## src/rtl/scale_demux.sv

```systemverilog
`default_nettype none
// ----------------------------------------------------------------------------
// scale_demux : 1-to-2 registered demux with per-channel transfer counters
// Revision    : 1.0
// ----------------------------------------------------------------------------
module scale_demux #(
  parameter int WIDTH     = 1,
  parameter int CNT_WIDTH = 8
) (
  input  logic                 clk,
  input  logic                 rst_,
  input  logic [WIDTH-1:0]     in_data,
  input  logic                 in_valid,
  input  logic                 sel_a,
  output logic                 in_ready,
  output logic [WIDTH-1:0]     out_a,
  output logic                 out_a_valid,
  input  logic                 out_a_ready,
  output logic [WIDTH-1:0]     out_b,
  output logic                 out_b_valid,
  input  logic                 out_b_ready,
  output logic [CNT_WIDTH-1:0] cnt_a,
  output logic [CNT_WIDTH-1:0] cnt_b
);

  logic [WIDTH-1:0]     a_data_q, a_data_d;
  logic [WIDTH-1:0]     b_data_q, b_data_d;
  logic                 a_valid_q, a_valid_d;
  logic                 b_valid_q, b_valid_d;
  logic [CNT_WIDTH-1:0] cnt_a_q, cnt_a_d;
  logic [CNT_WIDTH-1:0] cnt_b_q, cnt_b_d;
  logic                 load_a, load_b;
  logic                 drain_a, drain_b;

  always_comb begin
    in_ready = 1'b0;
    load_a   = 1'b0;
    load_b   = 1'b0;
    // An unknown select falls into the default arm, so nothing is accepted.
    case (sel_a)
      1'b1: begin
        in_ready = !a_valid_q || out_a_ready;
        load_a   = in_valid && in_ready;
      end
      1'b0: begin
        in_ready = !b_valid_q || out_b_ready;
        load_b   = in_valid && in_ready;
      end
      default: begin
        in_ready = 1'b0;
      end
    endcase

    drain_a = a_valid_q && out_a_ready;
    drain_b = b_valid_q && out_b_ready;

    a_data_d  = load_a ? in_data : a_data_q;
    b_data_d  = load_b ? in_data : b_data_q;
    // A load on the draining edge keeps the flag set for back-to-back words.
    a_valid_d = load_a ? 1'b1 : (drain_a ? 1'b0 : a_valid_q);
    b_valid_d = load_b ? 1'b1 : (drain_b ? 1'b0 : b_valid_q);
    cnt_a_d   = drain_a ? cnt_a_q + CNT_WIDTH'(1) : cnt_a_q;
    cnt_b_d   = drain_b ? cnt_b_q + CNT_WIDTH'(1) : cnt_b_q;
  end

  always_ff @(posedge clk or negedge rst_) begin
    if (!rst_) begin
      a_data_q  <= '0;
      b_data_q  <= '0;
      a_valid_q <= 1'b0;
      b_valid_q <= 1'b0;
      cnt_a_q   <= '0;
      cnt_b_q   <= '0;
    end else begin
      a_data_q  <= a_data_d;
      b_data_q  <= b_data_d;
      a_valid_q <= a_valid_d;
      b_valid_q <= b_valid_d;
      cnt_a_q   <= cnt_a_d;
      cnt_b_q   <= cnt_b_d;
    end
  end

  assign out_a       = a_data_q;
  assign out_b       = b_data_q;
  assign out_a_valid = a_valid_q;
  assign out_b_valid = b_valid_q;
  assign cnt_a       = cnt_a_q;
  assign cnt_b       = cnt_b_q;

endmodule
`default_nettype wire

```

## config.mk

```make
export PLATFORM = sky130hd
export DESIGN_NAME = scale_demux
export DESIGN_NICKNAME = d
export VERILOG_FILES = /design/src/rtl/scale_demux.sv
export SDC_FILE = /design/constraint.sdc
export NUM_CORES = 1
export LEC_CHECK = 0
export ABC_AREA = 0
export BUFFER_PORTS_ARGS = -buffer_cell sky130_fd_sc_hd__clkbuf_2
export CAP_MARGIN = 5
export CORE_UTILIZATION = 48
export DETAILED_ROUTE_END_ITERATION = 8
export PLACE_DENSITY = 0.76
export RECOVER_POWER = 25
export SYNTH_ARGS = -nofsm -noshare
export SYNTH_HDL_FRONTEND = slang
export SYNTH_SLANG_ARGS = --single-unit
export TNS_END_PERCENT = 1
```

## constraint.sdc

```tcl
create_clock -name clk -period 1.7 [get_ports clk]
set_input_delay 0.34 -clock clk [delete_from_list [all_inputs] [get_ports clk]]
set_output_delay 0.34 -clock clk [all_outputs]
set_load 0.01 [all_outputs]
```

==> run_results.csv <==
group,metric,value,unit
route,drt-initial-drc-count,5,
worst_hold_path,min_path_type,"in2reg",
global_routing,grt_max_degree,21,
placement,finalWeightedCongestion,0.710,
sta,finalHoldViolCount,0,
sta,relSlewSlack,31.9,%
global_routing,grt-ovfl-total,0,
logic_synthesis,synth.area.top_cells,"dfrtp_1 (58%), xnor2_1 (11%), mux2_2 (5.3%)",
logic_synthesis,synthCells,72,
logic_synthesis,synthesis.nets,81,
status,status,"finished, final reports clean",
sta,min_period_over_period,89.9,%
cells_and_area,finalInstanceArea,1070,sq um
worst_setup_path,worstPathRequired,1.36,ns
floorplanning,dieArea,1960,sq um
worst_setup_path,slowest_delay,0.43,ns
worst_setup_path,end_kind,"primary output",
global_routing,grt_pass1_vias,530,
clock_network,cts-root-buf,"clkbuf_4",
sta,fin_setup_tns,0,ns
route,drcViolationCount,0,
power_and_ir_drop,finalPower,1460,uW
route,antenna_left,0,
cells_and_area,area_growth,24.5,%
clock_network,clockBufferDepth,2,
worst_setup_path,crit_fanout,5,
floorplanning,die_h,44.3,microns
clock_network,post-cts-setup-buffers,0,
route,drt_wl_total,1.32,mm
worst_setup_path,startpoint_type,"register",
clock_network,clk_latency,0.29,ns
logic_synthesis,ys_ff_latch,20,
sta,rsz0062_at_grt,"false",
power_and_ir_drop,p_leak,0.000534,uW
global_routing,grt_usage,15.1,%
clock_network,h-tree-depth,1,
logic_synthesis,ys_warn_count,0,
clock_network,cts_resized,0,
sta,fmax,0.655,GHz
clock_network,clock-sinks,20,
worst_setup_path,cpMaxStageDelayCell,"dfrtp_1",
sta,setup_violations,0,
route,avgRoutedWirePerCell,10.3,microns
worst_setup_path,crit_chain,"and2b_1 > a21oi_1 > clkbuf_2",
cells_and_area,multi_input_area,349,sq um
floorplanning,core_region_area,1590,sq um
global_routing,antenna_found_initial,0,
logic_synthesis,synth_area,857,sq um
floorplanning,die_x,44.3,microns
worst_setup_path,critical_path_class,"reg2out",
logic_synthesis,seq_area_frac_synth,58.4,%
sta,whs,0.273,ns
cells_and_area,fin_util,67.0,%
floorplanning,pin_count,28,
clock_network,cts-buffers-inserted,3,
logic_synthesis,synth_top_area_share,58.4,%
worst_setup_path,crit_arrival,1.19,ns
placement,portBuffers,27,
sta,finalClockSkew,0.00326,ns
power_and_ir_drop,peakVddDrop,0.000833,V
sta,worstMarginPinSlew,1.02,ns
cells_and_area,final_common_cell,"clkbuf_2",
logic_synthesis,ys_types,19,
clock_network,clk_pin_slew,0.10,ns
global_routing,grt_pass1_wl,2.08,mm
cells_and_area,num-fill-cells,134,
cells_and_area,fin_nets,114,
cells_and_area,drive_gt1_share,32.7,%
cells_and_area,layout_common_cells,"clkbuf_2 (26), dfrtp_1 (20), xnor2_1 (11), nand2_1 (9), nor2_1 (5)",
clock_network,cts_hold_buffers,1,
logic_synthesis,synth_area_leader_cell,"dfrtp_1",
sta,min_period,1.53,ns
job,max_cap_violations,0,
power_and_ir_drop,p_per_area,1370,nW/um^2
route,vias,607,
route,drtPass1Iterations,5,
sta,report.final.slew_viol_count,0,
cells_and_area,seqCellArea,500,sq um
clock_network,cts_tree,"built",
logic_synthesis,synth_area_per_cell,11.9,sq um
placement,dpl_cell_area,1020,sq um
route,vias_per_cell,4.74,
cells_and_area,diodes,0,
floorplanning,rows,14,
floorplanning,start_util,53.8,%
## cells by family (layout without fill, tap and decap cells)
group                    Yosys count  in the layout  share of synthesized area [%]
AO/OA/AOI/OAI                      2              2                           1.17
buffers and inverters              2             34                          0.876
flip-flops                        20             20                           58.4
adder cells (fa/ha/maj)            2              2                           2.92
multiplexers                       4              4                           5.26
AND/OR/NAND/NOR                   28             28                           17.1
XOR/XNOR                          14             14                           14.3
## registers in the layout, summed over array words and instances, names as in the netlist
signal	cells
cnt_a	8
cnt_b	8
out_a	1
out_a_valid	1
out_b	1
out_b_valid	1
## layer usage
metal | track usage (%) | wire [microns]
met5 | 0 | 0
met4 | 5.45 | 11
met3 | 6.12 | 65
met2 | 26.2 | 662
met1 | 16.6 | 579
## path summary, 6_finish.rpt
kind                            depth (start not counted)                     from  slack, ns                       to
worst min-delay path                                    2                    sel_a       0.27  out_b_valid$_DFFE_PN0P_
worst max-delay path                                    3  out_a_valid$_DFFE_PN0P_       0.17                 in_ready
min in group asynchronous                               2                     rst_       0.74     cnt_a[0]$_DFFE_PN0P_
worst min register to register                          1     cnt_a[7]$_DFFE_PN0P_       0.48     cnt_a[7]$_DFFE_PN0P_
max in group asynchronous                               2                     rst_       0.35     cnt_a[4]$_DFFE_PN0P_
worst max register to register                          3     cnt_a[0]$_DFFE_PN0P_       0.44     cnt_a[7]$_DFFE_PN0P_
## through the flow
step / cells / setup WS [ns]
after global placement: 123 / 0.416
after global routing: 128 / 0.103
after CTS: 128 / 0.155
after detailed placement: 123 / 0.399
after floorplan: 72 / 0.451
final: 128 / 0.172
## Yosys cell counts (all sizes together)
master and count:
dfrtp 20, xnor2 11, nand2 9, nor2 5
mux2 4, nand4 3, xor2 3, and4 2
ha 2, inv 2, nand2b 2, nand3 2
a21oi 1, and2b 1, and3 1, nand3b 1
nor3 1, o21ai 1, or3b 1
## worst max-delay path, delay by kind of cell, from the launching register on
kind            cells  cell delay (ns)
buf+inv             1             0.14
simple gates        1             0.19
compound gates      1             0.14
flops               1             0.43
## area by class of cell
type                            count  share of cell area [%]
Timing Repair Buffer               28                    13.5
Multi-Input combinational cell     50                    32.7
Sequential cell                    20                    46.9
Tap cell                           24                    2.81
Clock buffer                        4                    3.40
Inverter                            2                   0.703
## power breakdown
group | internal [uW] | total (uW) | switching (uW)
logic | 222 | 428 | 206
clock network | 131 | 262 | 131
registers | 613 | 770 | 157
total | 965 | 1460 | 495
Note: power is estimated with default switching activity, not from simulation.
